[src/rtl/fmap_bram_writer_if.sv]
// Command, pixel-stream, BRAM port A and status signals of the feature-map writer.
// The master side is the firmware/stream source; the slave side is the writer.
interface fmap_bram_writer_if #(
   parameter int ADDR_W = 16
);
   logic              cmd_valid;
   logic              cmd_ready;
   logic [4:0]        cmd_map_id;
   logic [14:0]       cmd_base;
   logic [5:0]        cmd_w;
   logic [5:0]        cmd_h;
   logic [7:0]        s_tdata;
   logic              s_tvalid;
   logic              s_tready;
   logic              s_tlast;
   logic              bram_we;
   logic [ADDR_W-1:0] bram_addr;
   logic [7:0]        bram_din;
   logic              busy;
   logic              stat_valid;
   logic [4:0]        stat_map_id;
   logic [7:0]        stat_min;
   logic [15:0]       stat_gain;
   logic              stat_err;

   modport master (
      output cmd_valid, cmd_map_id, cmd_base, cmd_w, cmd_h,
      output s_tdata, s_tvalid, s_tlast,
      input  cmd_ready, s_tready, bram_we, bram_addr, bram_din, busy,
      input  stat_valid, stat_map_id, stat_min, stat_gain, stat_err
   );

   modport slave (
      input  cmd_valid, cmd_map_id, cmd_base, cmd_w, cmd_h,
      input  s_tdata, s_tvalid, s_tlast,
      output cmd_ready, s_tready, bram_we, bram_addr, bram_din, busy,
      output stat_valid, stat_map_id, stat_min, stat_gain, stat_err
   );
endinterface

[src/rtl/fmap_bram_writer.sv]
// Writes one feature map per command row-major into BRAM port A, tracking min/max,
// then derives the contrast gain (255<<8)/(max-min) with a restoring divider.
module fmap_bram_writer #(
   parameter int NM      = 22,
   parameter int ADDR_W  = 16,
   parameter int DIV_CYC = 16
) (
   input logic               clk,
   input logic               rst,
   fmap_bram_writer_if.slave bus
);
   localparam int CNT_W = $clog2(DIV_CYC + 1);

   typedef enum logic [1:0] {IDLE, STREAM, DIV, DONE} state_t;

   state_t            r_state;
   logic [4:0]        r_map_id;
   logic [14:0]       r_base;
   logic [11:0]       r_total;
   logic [11:0]       r_idx;
   logic [7:0]        r_min;
   logic [7:0]        r_max;
   logic              r_err;
   logic [7:0]        r_divisor;
   logic [7:0]        r_rem;
   logic [15:0]       r_quo;
   logic [CNT_W-1:0]  r_dcnt;
   logic              r_we;
   logic [ADDR_W-1:0] r_addr;
   logic [7:0]        r_din;
   logic              r_stat_valid;
   logic [4:0]        r_stat_map_id;
   logic [7:0]        r_stat_min;
   logic [15:0]       r_stat_gain;
   logic              r_stat_err;

   logic              w_cmd_bad;
   logic              w_last_idx;
   logic [7:0]        w_range;
   logic [8:0]        w_shift;
   logic              w_ge;
   logic [7:0]        w_rem_next;
   logic [15:0]       w_quo_next;
   logic              w_div_done;
   logic [15:0]       w_gain;

   assign w_cmd_bad  = ({1'b0, bus.cmd_map_id} >= 6'(NM)) || (bus.cmd_w == 6'd0) || (bus.cmd_h == 6'd0);
   assign w_last_idx = (r_idx == r_total - 12'd1);
   assign w_range    = r_max - r_min;

   // One restoring-division step: the remainder stays below the 8-bit divisor,
   // so a 9-bit shifted value is enough to compare and subtract.
   assign w_shift    = {r_rem, r_quo[15]};
   assign w_ge       = (w_shift >= {1'b0, r_divisor});
   assign w_rem_next = w_ge ? 8'(w_shift - {1'b0, r_divisor}) : w_shift[7:0];
   assign w_quo_next = {r_quo[14:0], w_ge};

   assign w_div_done = (r_dcnt == '0) ? (w_range == 8'd0) : (r_dcnt == CNT_W'(DIV_CYC));
   assign w_gain     = (r_dcnt == '0) ? 16'h0100 : w_quo_next;

   assign bus.cmd_ready   = (r_state == IDLE);
   assign bus.s_tready    = (r_state == STREAM);
   assign bus.busy        = (r_state != IDLE);
   assign bus.bram_we     = r_we;
   assign bus.bram_addr   = r_addr;
   assign bus.bram_din    = r_din;
   assign bus.stat_valid  = r_stat_valid;
   assign bus.stat_map_id = r_stat_map_id;
   assign bus.stat_min    = r_stat_min;
   assign bus.stat_gain   = r_stat_gain;
   assign bus.stat_err    = r_stat_err;

   always_ff @(posedge clk) begin
      if (rst) begin
         r_state       <= IDLE;
         r_map_id      <= '0;
         r_base        <= '0;
         r_total       <= '0;
         r_idx         <= '0;
         r_min         <= '0;
         r_max         <= '0;
         r_err         <= 1'b0;
         r_divisor     <= '0;
         r_rem         <= '0;
         r_quo         <= '0;
         r_dcnt        <= '0;
         r_we          <= 1'b0;
         r_addr        <= '0;
         r_din         <= '0;
         r_stat_valid  <= 1'b0;
         r_stat_map_id <= '0;
         r_stat_min    <= '0;
         r_stat_gain   <= '0;
         r_stat_err    <= 1'b0;
      end else begin
         r_we         <= 1'b0;
         r_stat_valid <= 1'b0;
         case (r_state)
            IDLE: begin
               if (bus.cmd_valid) begin
                  r_map_id <= bus.cmd_map_id;
                  r_base   <= bus.cmd_base;
                  r_total  <= 12'(bus.cmd_w) * 12'(bus.cmd_h);
                  r_idx    <= '0;
                  r_min    <= 8'hFF;
                  r_max    <= 8'h00;
                  r_err    <= 1'b0;
                  r_dcnt   <= '0;
                  if (w_cmd_bad) begin
                     r_state       <= DONE;
                     r_stat_valid  <= 1'b1;
                     r_stat_map_id <= bus.cmd_map_id;
                     r_stat_min    <= 8'h00;
                     r_stat_gain   <= 16'h0000;
                     r_stat_err    <= 1'b1;
                  end else begin
                     r_state <= STREAM;
                  end
               end
            end
            STREAM: begin
               if (bus.s_tvalid) begin
                  r_we   <= 1'b1;
                  r_addr <= ADDR_W'(r_base) + ADDR_W'(r_idx);
                  r_din  <= bus.s_tdata;
                  r_idx  <= r_idx + 12'd1;
                  if (bus.s_tdata < r_min) r_min <= bus.s_tdata;
                  if (bus.s_tdata > r_max) r_max <= bus.s_tdata;
                  // Either an early tlast or a missing tlast on the final beat ends the map with an error.
                  if (bus.s_tlast || w_last_idx) begin
                     r_state <= DIV;
                     r_dcnt  <= '0;
                     if (!(bus.s_tlast && w_last_idx)) r_err <= 1'b1;
                  end
               end
            end
            DIV: begin
               if (w_div_done) begin
                  r_state       <= DONE;
                  r_stat_valid  <= 1'b1;
                  r_stat_map_id <= r_map_id;
                  r_stat_min    <= r_min;
                  r_stat_gain   <= w_gain;
                  r_stat_err    <= r_err;
               end else if (r_dcnt == '0) begin
                  r_divisor <= w_range;
                  r_rem     <= '0;
                  r_quo     <= 16'hFF00;
                  r_dcnt    <= CNT_W'(1);
               end else begin
                  r_rem  <= w_rem_next;
                  r_quo  <= w_quo_next;
                  r_dcnt <= r_dcnt + CNT_W'(1);
               end
            end
            DONE: begin
               r_state <= IDLE;
            end
            default: begin
               r_state <= IDLE;
            end
         endcase
      end
   end
endmodule

[src/flat_wrapper.sv]
// flat-port wrapper written by rule: the top's interface ports become plain ports
module fmap_bram_writer_flat 
#(
   parameter int NM      = 22,
   parameter int ADDR_W  = 16,
   parameter int DIV_CYC = 16
)
  (clk, rst, bus_cmd_valid, bus_cmd_map_id, bus_cmd_base, bus_cmd_w, bus_cmd_h, bus_s_tdata, bus_s_tvalid, bus_s_tlast, bus_cmd_ready, bus_s_tready, bus_bram_we, bus_bram_addr, bus_bram_din, bus_busy, bus_stat_valid, bus_stat_map_id, bus_stat_min, bus_stat_gain, bus_stat_err);
  fmap_bram_writer_if #(.ADDR_W(ADDR_W)) bus_i ();
  input logic clk;
  input logic rst;
  input wire logic [$bits(bus_i.cmd_valid)-1:0] bus_cmd_valid;
  input wire logic [$bits(bus_i.cmd_map_id)-1:0] bus_cmd_map_id;
  input wire logic [$bits(bus_i.cmd_base)-1:0] bus_cmd_base;
  input wire logic [$bits(bus_i.cmd_w)-1:0] bus_cmd_w;
  input wire logic [$bits(bus_i.cmd_h)-1:0] bus_cmd_h;
  input wire logic [$bits(bus_i.s_tdata)-1:0] bus_s_tdata;
  input wire logic [$bits(bus_i.s_tvalid)-1:0] bus_s_tvalid;
  input wire logic [$bits(bus_i.s_tlast)-1:0] bus_s_tlast;
  output wire logic [$bits(bus_i.cmd_ready)-1:0] bus_cmd_ready;
  output wire logic [$bits(bus_i.s_tready)-1:0] bus_s_tready;
  output wire logic [$bits(bus_i.bram_we)-1:0] bus_bram_we;
  output wire logic [$bits(bus_i.bram_addr)-1:0] bus_bram_addr;
  output wire logic [$bits(bus_i.bram_din)-1:0] bus_bram_din;
  output wire logic [$bits(bus_i.busy)-1:0] bus_busy;
  output wire logic [$bits(bus_i.stat_valid)-1:0] bus_stat_valid;
  output wire logic [$bits(bus_i.stat_map_id)-1:0] bus_stat_map_id;
  output wire logic [$bits(bus_i.stat_min)-1:0] bus_stat_min;
  output wire logic [$bits(bus_i.stat_gain)-1:0] bus_stat_gain;
  output wire logic [$bits(bus_i.stat_err)-1:0] bus_stat_err;
  assign bus_i.cmd_valid = bus_cmd_valid;
  assign bus_i.cmd_map_id = bus_cmd_map_id;
  assign bus_i.cmd_base = bus_cmd_base;
  assign bus_i.cmd_w = bus_cmd_w;
  assign bus_i.cmd_h = bus_cmd_h;
  assign bus_i.s_tdata = bus_s_tdata;
  assign bus_i.s_tvalid = bus_s_tvalid;
  assign bus_i.s_tlast = bus_s_tlast;
  assign bus_cmd_ready = bus_i.cmd_ready;
  assign bus_s_tready = bus_i.s_tready;
  assign bus_bram_we = bus_i.bram_we;
  assign bus_bram_addr = bus_i.bram_addr;
  assign bus_bram_din = bus_i.bram_din;
  assign bus_busy = bus_i.busy;
  assign bus_stat_valid = bus_i.stat_valid;
  assign bus_stat_map_id = bus_i.stat_map_id;
  assign bus_stat_min = bus_i.stat_min;
  assign bus_stat_gain = bus_i.stat_gain;
  assign bus_stat_err = bus_i.stat_err;
  fmap_bram_writer #(.NM(NM), .ADDR_W(ADDR_W), .DIV_CYC(DIV_CYC)) u_core (.clk(clk), .rst(rst), .bus(bus_i));
endmodule
[config.mk]
export PLATFORM = sky130hd
export DESIGN_NAME = fmap_bram_writer_flat
export DESIGN_NICKNAME = d
export VERILOG_FILES = /design/src/rtl/fmap_bram_writer_if.sv /design/src/rtl/fmap_bram_writer.sv /design/src/flat_wrapper.sv
export SDC_FILE = /design/constraint.sdc
export NUM_CORES = 1
export LEC_CHECK = 0
export ABC_AREA = 1
export BUFFER_PORTS_ARGS = -buffer_cell sky130_fd_sc_hd__buf_2
export CAP_MARGIN = 25
export CORE_ASPECT_RATIO = 0.8
export CORE_MARGIN = 4
export CORE_UTILIZATION = 64
export DETAILED_ROUTE_END_ITERATION = 7
export PLACE_DENSITY = 0.87
export SLEW_MARGIN = 20
export SYNTH_ARGS = -nofsm -noshare
export SYNTH_HDL_FRONTEND = slang
export SYNTH_SLANG_ARGS = --single-unit
[constraint.sdc]
create_clock -name clk -period 9.1 [get_ports clk]
set_clock_uncertainty 0.1 [all_clocks]
set_input_delay 0.91 -clock clk [delete_from_list [all_inputs] [get_ports clk]]
set_output_delay 0.91 -clock clk [all_outputs]
set_load 0.02 [all_outputs]
==> results.py <==
metrics = {
    "status": {
        "status": "completed",
    },
    "detailed_routing": {
        "drt_iter0_drc": 750,
        "wl_um": 23100,
        "ant_nets": 0,
        "vias_per_cell": 5.56,
        "dr_total_vias": 8792,
        "drt_pass1_iterations": 5,
        "routed_wire_length_per_instance_um": 14.6,
        "drc": 0,
    },
    "critical_path": {
        "crit_arrival_ns": 4.29,
        "regToRegEndpoint": "u_core.bus.stat_map_id[0]",
        "worstSetupPathType": "in -> reg",
        "start_kind": "primary input",
        "rr_startpoint": "u_core.r_state[1]",
        "critical_path_peak_fanout": 7,
        "worst_r2r_path_depth": 11,
        "crit_required_ns": 9.32,
        "r2r_setup_slack_ns": 5.37,
        "critPathCaptureType": "flop",
    },
    "logic_synthesis": {
        "synthArstFlopShare_pct": 0,
        "syn_area_mm2": 0.00930,
        "yosysMostFrequentCell": "sky130_fd_sc_hd__nand2_1",
        "syn-mean-instance-area_um2": 7.12,
        "synthTopCellsByCount": "sky130_fd_sc_hd__nand2_1 (267), sky130_fd_sc_hd__inv_1 (161), sky130_fd_sc_hd__dfxtp_1 (156)",
        "number_of_enable_flip_flop_cells_after_synthesis": 0,
        "synth-warning-count": 0,
        "dominantRegCellSynth": "sky130_fd_sc_hd__dfxtp_1",
        "synth_nets": 1440,
        "yosys.area.top_type": "sky130_fd_sc_hd__dfxtp_1",
        "ys_ff_latch": 156,
        "proportion_of_netlist_area_held_by_the_largest_area_contributor_pct": 33.6,
        "synth_top_cells_by_area": "sky130_fd_sc_hd__dfxtp_1 (34%), sky130_fd_sc_hd__nand2_1 (11%), sky130_fd_sc_hd__ha_1 (9.4%), sky130_fd_sc_hd__a21oi_1 (7.0%), sky130_fd_sc_hd__inv_1 (6.5%)",
        "yosys.cell_types.count": 47,
        "synthesis.instances": 1305,
        "synth_sequential_area_ratio_pct": 33.6,
    },
    "layout": {
        "fin_area_mm2": 0.0104,
        "insertedDiodeCount": 0,
        "syn2layout_area_growth_pct": 12.4,
        "layout.nets": 1520,
        "post_route_cells_drive_above_1_share_pct": 12.3,
    },
    "sta": {
        "unrepaired_setup_endpoints_after_global_routing": "false",
        "period_needed_ns": 4.07,
        "min_period_over_period_pct": 44.7,
        "max_freq_ghz": 0.246,
        "timing_worst_slew_pin_value_ns": 1.07,
        "hold_violations": 0,
        "timing.final.ws_setup_ns": 5.03,
        "finalSetupTns_ns": 0,
        "final_max_slew_viol_count": 0,
        "max_slew_margin_pct": 28.6,
        "number_of_endpoints_failing_setup_at_the_final_stage": 0,
    },
    "min_path": {
        "hold_path_startpoint": "u_core.bus.stat_gain[4]",
        "holdCritPathClass": "reg -> reg",
        "whs_path_depth": 2,
        "worst_hold_path.endpoint": "u_core.bus.stat_gain[4]",
    },
    "floorplanning": {
        "floorplan.initialDensity_pct": 65.2,
        "die_y_um": 116,
        "rows": 39,
        "die-width_um": 143,
        "area_of_the_die_mm2": 0.0165,
        "top_ports": 104,
        "core_region_area_mm2": 0.0142,
    },
    "global_route": {
        "grt_start_max_net_pins": 79,
        "groute.usage.overall_pct": 28.0,
        "via_count_of_the_first_global_routing_pass": 8090,
        "grt_overflow": 0,
        "grt_first_pass_wirelength_um": 37700,
        "grt_antenna_before_repair": 0,
    },
    "flow_run": {
        "maxCapViolations": 0,
    },
    "pwr": {
        "cellLeakagePower_nw": 5.09,
        "power-per-cell-area_mw_per_mm2": 286,
        "vdd.ir_drop.worst_uv": 175,
    },
    "clock_network": {
        "clkTransAtPathRegs_ns": 0.07,
        "cts_resized": 0,
        "clock_tree_from_tritoncts": "built",
        "cts_buffers": 17,
        "clock-root-buffer": "sky130_fd_sc_hd__clkbuf_16",
        "cts-htree-levels": 4,
        "max-clock-path-buffers": 2,
        "clock-sinks": 156,
        "clk-insertion-delay-late_ns": 0.43,
        "cts_setup_buffers": 0,
        "cts-hold-fix-buffers": 0,
    },
    "placement": {
        "preCtsSetupSlack_ns": 4.60,
        "place.gp.congestion": 0.914,
        "hpwlAfterDp_um": 16400,
        "io_buffers": 103,
        "dpl-instance-area_mm2": 0.00986,
    },
}
-- per-stage QoR --
stage               power, mW  util (%)  std cells  hold WS [ns]
floorplan                1.94         -       1305         0.333
global placement         2.21      69.2       1550         0.351
detailed placement       2.25      69.2       1550         0.352
CTS                      2.98      73.3       1582         0.361
global route             3.22      73.3       1582         0.386
finish                   2.99      73.3       1582         0.363
-- placed cells by master (no fill, tap or decap), types with 4 or more instances in the layout --
cell type                   instances
sky130_fd_sc_hd__nand2_2            4
sky130_fd_sc_hd__inv_1            160
sky130_fd_sc_hd__nor3_1            13
sky130_fd_sc_hd__buf_2            103
sky130_fd_sc_hd__o21ai_1           19
sky130_fd_sc_hd__xnor2_1           11
sky130_fd_sc_hd__clkbuf_16         17
sky130_fd_sc_hd__fa_1              20
sky130_fd_sc_hd__o21ai_0           84
sky130_fd_sc_hd__buf_4              4
sky130_fd_sc_hd__nor2_2             6
sky130_fd_sc_hd__a21oi_1          130
sky130_fd_sc_hd__a211oi_1           9
sky130_fd_sc_hd__mux2i_1            5
sky130_fd_sc_hd__nor2_1           142
sky130_fd_sc_hd__clkinv_1           5
sky130_fd_sc_hd__o211ai_1          11
sky130_fd_sc_hd__ha_1              70
sky130_fd_sc_hd__nand4_1            6
sky130_fd_sc_hd__clkinv_4           4
sky130_fd_sc_hd__xor2_1            18
sky130_fd_sc_hd__inv_2             10
sky130_fd_sc_hd__nand2_1          267
sky130_fd_sc_hd__dfxtp_1          156
sky130_fd_sc_hd__nand3_1           74
-- area by class of cell --
type	instances	area, µm²
inverter	175	657
multi-input combinational	928	5300
tap	184	230
fill	1141	3800
timing repair buffer	107	546
sequential	156	3120
clock buffer	18	429
clock inverter	14	160
-- worst max-delay path: stages --
cell and delay, ns:
sky130_fd_sc_hd__buf_2 0.14, sky130_fd_sc_hd__nand2_1 0.07, sky130_fd_sc_hd__inv_1 0.05, sky130_fd_sc_hd__fa_1 0.53
sky130_fd_sc_hd__inv_1 0.05, sky130_fd_sc_hd__fa_1 0.46, sky130_fd_sc_hd__fa_1 0.54, sky130_fd_sc_hd__inv_1 0.04
sky130_fd_sc_hd__ha_1 0.34, sky130_fd_sc_hd__a21oi_1 0.16, sky130_fd_sc_hd__nand2_1 0.10, sky130_fd_sc_hd__nand2_1 0.07
sky130_fd_sc_hd__nand2_1 0.05, sky130_fd_sc_hd__nand2_1 0.07, sky130_fd_sc_hd__a21boi_0 0.10, sky130_fd_sc_hd__or2_2 0.28
sky130_fd_sc_hd__nand2_1 0.08, sky130_fd_sc_hd__a21oi_1 0.06, sky130_fd_sc_hd__o21ai_0 0.15, sky130_fd_sc_hd__inv_1 0.05
-- registers in the layout, summed over array words and instances (netlist names), 8 cells and up --
| register | flops |
|---|---|
| u_core.r_total | 12 |
| u_core.r_max | 8 |
| u_core.r_base | 15 |
| u_core.r_rem | 8 |
| u_core.r_idx | 12 |
| u_core.bus.stat_min | 8 |
| u_core.bus.stat_gain | 16 |
| u_core.r_quo | 16 |
| u_core.bus.bram_addr | 16 |
| u_core.bus.bram_din | 8 |
| u_core.r_divisor | 8 |
| u_core.r_min | 8 |
-- power breakdown --
group | total [mW] | internal, mW | switching, mW
Clock | 0.713 | 0.410 | 0.303
Sequential | 0.929 | 0.826 | 0.103
Combinational | 1.35 | 0.449 | 0.898
Total | 2.99 | 1.68 | 1.30
-- metal layers --
metal	global-route usage [%]	vias up	part of all wire, %
met3	5.07	53	7.8
met4	11.0	0	2.7
li1	-	4390	-
met1	38.3	4021	44
met5	0	-	0
met2	44.3	328	45
-- logic make-up after synthesis --
kind of cell / after synthesis / synth area share [%]
compound gates: 272 / 15.8
xor+xnor: 29 / 2.73
fa+ha+maj: 90 / 13.7
buf+inv: 221 / 9.37
flops: 156 / 33.6
mux: 5 / 0.538
simple gates: 532 / 24.2
-- how the worst max path moves through the flow --
| stage | start | to | cells past startpoint |
|---|---|---|---|
| after floorplan | bus_cmd_w[3] | u_core.r_total[10] | 19 |
| after detailed placement | bus_cmd_w[3] | u_core.r_total[10] | 20 |
| after global routing | bus_cmd_h[5] | u_core.r_total[10] | 19 |
| after CTS | bus_cmd_w[3] | u_core.r_total[10] | 20 |
| after global placement | bus_cmd_w[3] | u_core.r_total[10] | 20 |
| final | bus_cmd_w[3] | u_core.r_total[10] | 20 |
(Power assumes the default switching activity.)
